--- config.mk ---
export PLATFORM = sky130hd
export DESIGN_NAME = hps_tx_framer
export DESIGN_NICKNAME = d
export VERILOG_FILES = /design/src/rtl/hps_tx_pkg.sv /design/src/rtl/tx_byte_fifo.sv /design/src/rtl/hps_tx_framer.sv
export SDC_FILE = /design/constraint.sdc
export NUM_CORES = 2
export LEC_CHECK = 0
export ABC_AREA = 1
export BUFFER_PORTS_ARGS = -buffer_cell sky130_fd_sc_hd__buf_2
export CORE_ASPECT_RATIO = 1.4
export CORE_MARGIN = 2
export CORE_UTILIZATION = 30
export CTS_CLUSTER_SIZE = 20
export DETAILED_ROUTE_END_ITERATION = 6
export PLACE_DENSITY = 0.5
export SYNTH_ARGS = -nofsm -noshare
export SYNTH_HDL_FRONTEND = slang
export SYNTH_SLANG_ARGS = --single-unit
--- constraint.sdc ---
create_clock -name clk -period 4.6 [get_ports clk]
set_input_delay 0.92 -clock clk [delete_from_list [all_inputs] [get_ports clk]]
set_output_delay 0.92 -clock clk [all_outputs]
set_load 0.1 [all_outputs]
--- src/rtl/hps_tx_pkg.sv ---
// Shared types and CRC helper for the HPS TX framer.
package hps_tx_pkg;

    typedef enum logic [1:0] {
        IDLE,
        SEND,
        GUARD
    } tx_state_e;

    localparam logic [7:0] CRC8_POLY = 8'h07;
    localparam logic [7:0] CRC8_INIT = 8'h00;

    // One byte of CRC-8, MSB first, no reflection, no final xor.
    function automatic logic [7:0] crc8_step(input logic [7:0] crc, input logic [7:0] data);
        logic [7:0] c;
        c = crc ^ data;
        for (int i = 0; i < 8; i++) begin
            c = c[7] ? ((c << 1) ^ CRC8_POLY) : (c << 1);
        end
        return c;
    endfunction

endpackage

--- src/rtl/tx_byte_fifo.sv ---
// Show-ahead byte FIFO: head byte is visible on o_rd_data whenever not empty.
// Level, full and empty are registered. A write to a full FIFO is accepted
// only when a read frees a slot in the same cycle; otherwise it is dropped.
module tx_byte_fifo #(
    parameter int unsigned DEPTH   = 256,
    parameter int unsigned LEVEL_W = $clog2(DEPTH) + 1
) (
    input  logic               i_clk,
    input  logic               i_rst_n,
    input  logic               i_wr_en,
    input  logic [7:0]         i_wr_data,
    input  logic               i_rd_en,
    output logic [7:0]         o_rd_data,
    output logic [LEVEL_W-1:0] o_level,
    output logic               o_full,
    output logic               o_empty,
    output logic               o_wr_drop
);

    localparam int unsigned AW = $clog2(DEPTH);

    logic [7:0]         r_mem [DEPTH];
    logic [AW-1:0]      r_wr_ptr;
    logic [AW-1:0]      r_rd_ptr;
    logic [LEVEL_W-1:0] r_level;
    logic               r_full;
    logic               r_empty;

    logic               w_wr;
    logic               w_rd;
    logic [LEVEL_W-1:0] w_level_d;

    // Accept/read qualification and next level.
    always_comb begin
        w_rd      = i_rd_en && !r_empty;
        w_wr      = i_wr_en && (!r_full || w_rd);
        w_level_d = r_level;
        unique case ({w_wr, w_rd})
            2'b10:   w_level_d = r_level + LEVEL_W'(1);
            2'b01:   w_level_d = r_level - LEVEL_W'(1);
            default: w_level_d = r_level;
        endcase
    end

    // Pointers and registered status.
    always_ff @(posedge i_clk or negedge i_rst_n) begin
        if (!i_rst_n) begin
            r_wr_ptr <= '0;
            r_rd_ptr <= '0;
            r_level  <= '0;
            r_full   <= 1'b0;
            r_empty  <= 1'b1;
        end else begin
            if (w_wr) r_wr_ptr <= r_wr_ptr + AW'(1);
            if (w_rd) r_rd_ptr <= r_rd_ptr + AW'(1);
            r_level <= w_level_d;
            r_full  <= (w_level_d == LEVEL_W'(DEPTH));
            r_empty <= (w_level_d == '0);
        end
    end

    // Storage; contents are don't-care until written, so no reset.
    always_ff @(posedge i_clk) begin
        if (w_wr) r_mem[r_wr_ptr] <= i_wr_data;
    end

    assign o_rd_data = r_mem[r_rd_ptr];
    assign o_level   = r_level;
    assign o_full    = r_full;
    assign o_empty   = r_empty;
    assign o_wr_drop = i_wr_en && !w_wr;

endmodule

--- src/rtl/hps_tx_framer.sv ---
// HPS TX framer: buffers bytes from the register bank and emits
// length-delimited frames on a valid/ready byte stream, followed by a
// programmable guard gap.
// Optional: `define TX_CRC8_EN appends a CRC-8 byte carrying mod_eof.
module hps_tx_framer
    import hps_tx_pkg::*;
#(
    parameter int unsigned FIFO_DEPTH = 256,
    parameter int unsigned LEVEL_W    = $clog2(FIFO_DEPTH) + 1
) (
    input  logic               clk,
    input  logic               reset_n,
    input  logic [7:0]         data_tx,
    input  logic               wren_fifo_tx,
    input  logic [7:0]         size_fifo_tx,
    input  logic               start_tx,
    input  logic [31:0]        guard_interval,
    output logic               ready_tx,
    output logic [7:0]         mod_data,
    output logic               mod_valid,
    input  logic               mod_ready,
    output logic               mod_sof,
    output logic               mod_eof,
    output logic [LEVEL_W-1:0] fifo_level,
    output logic               overflow,
    output logic               start_err
);

    tx_state_e          r_state, w_state_d;
    logic               r_pending, w_pending_d;
    logic [7:0]         r_len, w_len_d;
    logic [7:0]         r_rem, w_rem_d;
    logic [31:0]        r_gap, w_gap_d;
    logic               r_ready, w_ready_d;
    logic [7:0]         r_data, w_data_d;
    logic               r_valid, w_valid_d;
    logic               r_sof, w_sof_d;
    logic               r_eof, w_eof_d;
    logic               r_ovf, w_ovf_d;
    logic               r_serr, w_serr_d;
`ifdef TX_CRC8_EN
    logic [7:0]         r_crc, w_crc_d;
    logic               r_crc_ph, w_crc_ph_d;
`endif

    logic               w_fifo_rd;
    logic [7:0]         w_fifo_data;
    logic [LEVEL_W-1:0] w_fifo_level;
    logic               w_fifo_full;
    logic               w_fifo_empty;
    logic               w_wr_drop;
    logic               w_start_ok;
    logic               w_hs;
    logic               w_to_guard;

    tx_byte_fifo #(
        .DEPTH   (FIFO_DEPTH),
        .LEVEL_W (LEVEL_W)
    ) u_fifo (
        .i_clk     (clk),
        .i_rst_n   (reset_n),
        .i_wr_en   (wren_fifo_tx),
        .i_wr_data (data_tx),
        .i_rd_en   (w_fifo_rd),
        .o_rd_data (w_fifo_data),
        .o_level   (w_fifo_level),
        .o_full    (w_fifo_full),
        .o_empty   (w_fifo_empty),
        .o_wr_drop (w_wr_drop)
    );

    // Next-state, datapath and output computation.
    always_comb begin
        w_state_d   = r_state;
        w_pending_d = r_pending;
        w_len_d     = r_len;
        w_rem_d     = r_rem;
        w_gap_d     = r_gap;
        w_data_d    = r_data;
        w_valid_d   = r_valid;
        w_sof_d     = r_sof;
        w_eof_d     = r_eof;
        w_ovf_d     = r_ovf;
        w_fifo_rd   = 1'b0;
        w_to_guard  = 1'b0;
`ifdef TX_CRC8_EN
        w_crc_d     = r_crc;
        w_crc_ph_d  = r_crc_ph;
`endif
        w_hs        = r_valid && mod_ready;
        w_start_ok  = start_tx && (r_state == IDLE) && !r_pending && (size_fifo_tx != 8'd0);
        w_serr_d    = start_tx && !w_start_ok;

        if (w_start_ok) begin
            w_pending_d = 1'b1;
            w_len_d     = size_fifo_tx;
            w_ovf_d     = 1'b0;
        end
        // A dropped write after an accepted start still reports the loss.
        if (w_wr_drop) w_ovf_d = 1'b1;

        unique case (r_state)
            IDLE: begin
                // Level is registered, so a same-cycle write counts next cycle.
                if (r_pending && !w_fifo_empty && (w_fifo_level >= LEVEL_W'(r_len))) begin
                    w_state_d = SEND;
                    w_fifo_rd = 1'b1;
                    w_data_d  = w_fifo_data;
                    w_valid_d = 1'b1;
                    w_sof_d   = 1'b1;
                    w_rem_d   = r_len;
`ifdef TX_CRC8_EN
                    w_eof_d    = 1'b0;
                    w_crc_d    = CRC8_INIT;
                    w_crc_ph_d = 1'b0;
`else
                    w_eof_d   = (r_len == 8'd1);
`endif
                end
            end
            SEND: begin
                if (w_hs) begin
                    w_sof_d = 1'b0;
`ifdef TX_CRC8_EN
                    if (r_crc_ph) begin
                        w_to_guard = 1'b1;
                    end else begin
                        w_crc_d = crc8_step(r_crc, r_data);
                        if (r_rem == 8'd1) begin
                            w_data_d   = crc8_step(r_crc, r_data);
                            w_eof_d    = 1'b1;
                            w_crc_ph_d = 1'b1;
                        end else begin
                            w_fifo_rd = 1'b1;
                            w_data_d  = w_fifo_data;
                            w_rem_d   = r_rem - 8'd1;
                        end
                    end
`else
                    if (r_rem == 8'd1) begin
                        w_to_guard = 1'b1;
                    end else begin
                        w_fifo_rd = 1'b1;
                        w_data_d  = w_fifo_data;
                        w_rem_d   = r_rem - 8'd1;
                        w_eof_d   = (r_rem == 8'd2);
                    end
`endif
                end
            end
            GUARD: begin
                if (r_gap == 32'd0) w_state_d = IDLE;
                else                w_gap_d   = r_gap - 32'd1;
            end
            default: w_state_d = IDLE;
        endcase

        if (w_to_guard) begin
            w_state_d   = GUARD;
            w_gap_d     = guard_interval;
            w_valid_d   = 1'b0;
            w_sof_d     = 1'b0;
            w_eof_d     = 1'b0;
            w_pending_d = 1'b0;
        end

        w_ready_d = (w_state_d == IDLE) && !w_pending_d;
    end

    // State and output registers.
    always_ff @(posedge clk or negedge reset_n) begin
        if (!reset_n) begin
            r_state   <= IDLE;
            r_pending <= 1'b0;
            r_len     <= 8'd0;
            r_rem     <= 8'd0;
            r_gap     <= 32'd0;
            r_ready   <= 1'b1;
            r_data    <= 8'd0;
            r_valid   <= 1'b0;
            r_sof     <= 1'b0;
            r_eof     <= 1'b0;
            r_ovf     <= 1'b0;
            r_serr    <= 1'b0;
`ifdef TX_CRC8_EN
            r_crc     <= CRC8_INIT;
            r_crc_ph  <= 1'b0;
`endif
        end else begin
            r_state   <= w_state_d;
            r_pending <= w_pending_d;
            r_len     <= w_len_d;
            r_rem     <= w_rem_d;
            r_gap     <= w_gap_d;
            r_ready   <= w_ready_d;
            r_data    <= w_data_d;
            r_valid   <= w_valid_d;
            r_sof     <= w_sof_d;
            r_eof     <= w_eof_d;
            r_ovf     <= w_ovf_d;
            r_serr    <= w_serr_d;
`ifdef TX_CRC8_EN
            r_crc     <= w_crc_d;
            r_crc_ph  <= w_crc_ph_d;
`endif
        end
    end

    assign ready_tx   = r_ready;
    assign mod_data   = r_data;
    assign mod_valid  = r_valid;
    assign mod_sof    = r_sof;
    assign mod_eof    = r_eof;
    assign fifo_level = w_fifo_level;
    assign overflow   = r_ovf;
    assign start_err  = r_serr;

endmodule
==> results.toml <==
[status]
status = "finished, violations left"
violations = "design-rule violations"

[power_and_ir_drop]
p_total_mw = 59.2
cellPowerDensity_nw_per_um2 = 583
p_leak_nw = 36.9
peakVddDrop_v = 0.000374

[synthesis]
synth_mux_area_frac = 0.000898
synth-simple-area-share = 0.227
yosysTopAreaCell = "edfxtp_1"
postSynthAreaPerCell_um2 = 11.2
synth_seq_area_share = 0.716
yosysTopAreaCellShare = 0.690
synth_compound_area_frac = 0.0193
yosys_warnings = 0
synthTopCellsByArea = "edfxtp_1 (69%), nand2_1 (13%), nand3_1 (7.3%), dfrtp_1 (2.5%), nor2_1 (1.5%)"
syn_area_um2 = 89100
synth_nets = 8042
netlist-cell-type-count = 57
yosys.area_share.xor_xnor = 0.00373
synth_top_family_by_area = "simple AND/OR/NAND/NOR gates"
synthCells = 7962
synth_fa_ha_area_frac = 0.00387
ys_seq_elements = 2140

[grt]
grt_max_degree = 206
grt_pass1_vias = 59600
grt.overflow.total = 0
grt_pass1_wl_um = 401000
track_usage = 0.177
grt_antenna_before_repair = 7

[timing]
rsz0062_at_grt = "no"
tightest_slew_ns = 1.13
tns_ns = 0
finalSetupViolCount = 0
finalHoldViolCount = 0
slew_violations = 0
setup_slack_ns = 0.565
clock.fmax_ghz = 0.248
slew_headroom = 0.242
period_needed_ns = 4.03
skew_ns = 0.0665
fin_crit_sh = 0.877

[job]
maxCapViolCount = 0

[worst_hold_path]
hold_path_class = "input pin to asynchronous set/reset pin"

[finish]
drive_above_1_share = 0.0878
final_nets = 8139
multi_input_area_um2 = 22700
finalCoreUtilization = 0.344
layout_common_cells = "nand2_1 (3111), edfxtp_1 (2048), nand3_1 (1291), nor2_1 (353), a21oi_1 (258)"
fill_cells = 29500
seq_area_um2 = 63800
area_delta_synth_final_pct = 13.8
final_common_cell = "nand2_1"

[floorplan]
rows = 236
core_um2 = 295000
start_util = 0.302
die_w_um = 465
dieArea_um2 = 302000
fp.dieH_um = 649
pin_count = 76

[clock_tree]
root_buffer = "clkbuf_16"
path_clk_slew_ns = 0.07
clock_path_buffers = 4
insertion_delay_ns = 0.88
cts_made_buffers = 203
clkSinkCount = 2140
postCtsSetupRepairBufs = 0
tritoncts = "built"
cts_max_level = 4
cts_resized = 0
cts_hold_buf = 0

[worst_setup_path]
worstPathRequired_ns = 5.05
cp-start-kind = "flop"
worst_setup_path_end_kind = "flop"
arrival_ns = 4.49
crit_type = "flop to flop"
critPathMaxFanout = 25

[placed_design]
place.gp.congestion = 0.852
dp_hpwl_um = 169000
place.port_buffers = 75
pre_cts_ws_ns = 0.522

[drt]
drt_first_pass_iters = 7
drc = 2
wl_um = 274000
ant_nets = 0
wl_per_cell_um = 22.6
vias_per_cell = 4.87
vias = 59100
drt_iter0_drc = 5382
==> per-stage QoR <==
step | hold WS [ns] | cells | cell area (um^2)
after floorplan | 0.471 | 7962 | 89100
after global placement | 0.463 | 11800 | 95000
after detailed placement | 0.472 | 11800 | 95000
after CTS | 0.207 | 12100 | 101000
after global routing | 0.288 | 12100 | 101000
final | 0.223 | 12100 | 101000
==> routing by layer <==
metal | GRT usage | part of all wire | routed length [um]
met1 | 0.216 | 0.40 | 110000
met5 | 0 | 0 | 0
met4 | 0.0787 | 0.048 | 13000
met3 | 0.0165 | 0.042 | 11500
met2 | 0.316 | 0.51 | 139000
==> final timing paths <==
| kind | start | depth (start not counted) | slack [ns] | endpoint |
|---|---|---|---|---|
| setup / recovery | u_fifo.o_level[6] | 13 | 0.57 | u_fifo.r_mem[249][3] |
| hold / removal | reset_n | 1 | 0.22 | r_gap[0] |
| setup reg to reg | u_fifo.o_level[6] | 13 | 0.57 | u_fifo.r_mem[249][3] |
| hold reg to reg | mod_sof | 2 | 0.49 | mod_sof |
| max in group asynchronous | reset_n | 2 | 3.38 | u_fifo.r_rd_ptr[3] |
| min in group clk | guard_interval[9] | 3 | 0.30 | r_gap[9] |
==> registers in the layout, indices dropped and copies added (netlist names) <==
name and count:
mod_data 8, mod_eof 1, mod_sof 1, mod_valid 1
overflow 1, r_gap 32, r_len 8, r_pending 1
r_rem 8, r_state 2, ready_tx 1, start_err 1
u_fifo.o_empty 1, u_fifo.o_full 1, u_fifo.o_level 9, u_fifo.r_mem 2048
u_fifo.r_rd_ptr 8, u_fifo.r_wr_ptr 8
==> cells by family (layout without fill, tap and decap cells) <==
kind of cell             after synthesis  after routing
multiplexers                           8              8
other                                  0              2
AO/OA/AOI/OAI                        331            331
adder cells (fa/ha/maj)               27             27
AND/OR/NAND/NOR                     4841           4841
XOR/XNOR                              38             38
buffers and inverters                577            831
flip-flops                          2140           2140
==> power breakdown <==
group	switching [mW]	total, mW	internal, mW
registers	0.582	22.3	21.7
clock network	7.37	16.7	9.28
logic	15.1	20.2	5.14
total	23.0	59.2	36.1
==> cell type report <==
cell class              count  share of cell area
clock buffers             249              0.0528
diodes                      2           0.0000493
flip-flops and latches   2140               0.629
clock inverters           113              0.0103
well taps                3927              0.0484
repair buffers            368              0.0311
multi-input cells        5245               0.224
inverters                 101             0.00417
==> synthesized netlist by cell type (all sizes together) <==
master,count
buf,335
nand2b,1
nor3b,1
a31oi,3
nand3,1310
nor4,7
nor3,12
a31o,1
dfrtp,90
a21oi,258
clkbuf,141
o211ai,12
dfstp,2
a22oi,1
mux2i,8
or2,7
ha,26
o21ai,49
clkinv,4
nand2,3124
xnor2,9
fa,1
a21o,2
xor2,29
nor2,359
o41ai,1
o21a,1
edfxtp,2048
o22ai,1
nand3b,3
o221ai,2
inv,97
nand4,17
==> critical path: stages (launching register included) <==
cell and delay, ns:
dfrtp_1 0.44, ha_1 0.37, nand2_1 0.08, nor2_2 0.14
nand3b_1 0.11, nand4_2 0.14, nand4_4 0.10, nand2_4 0.11
nand2_8 0.09, nand2_8 0.10, buf_4 0.40, nand3_4 0.55
buf_4 0.44, nor2_1 0.55
Power figures use the tool's default switching activity.
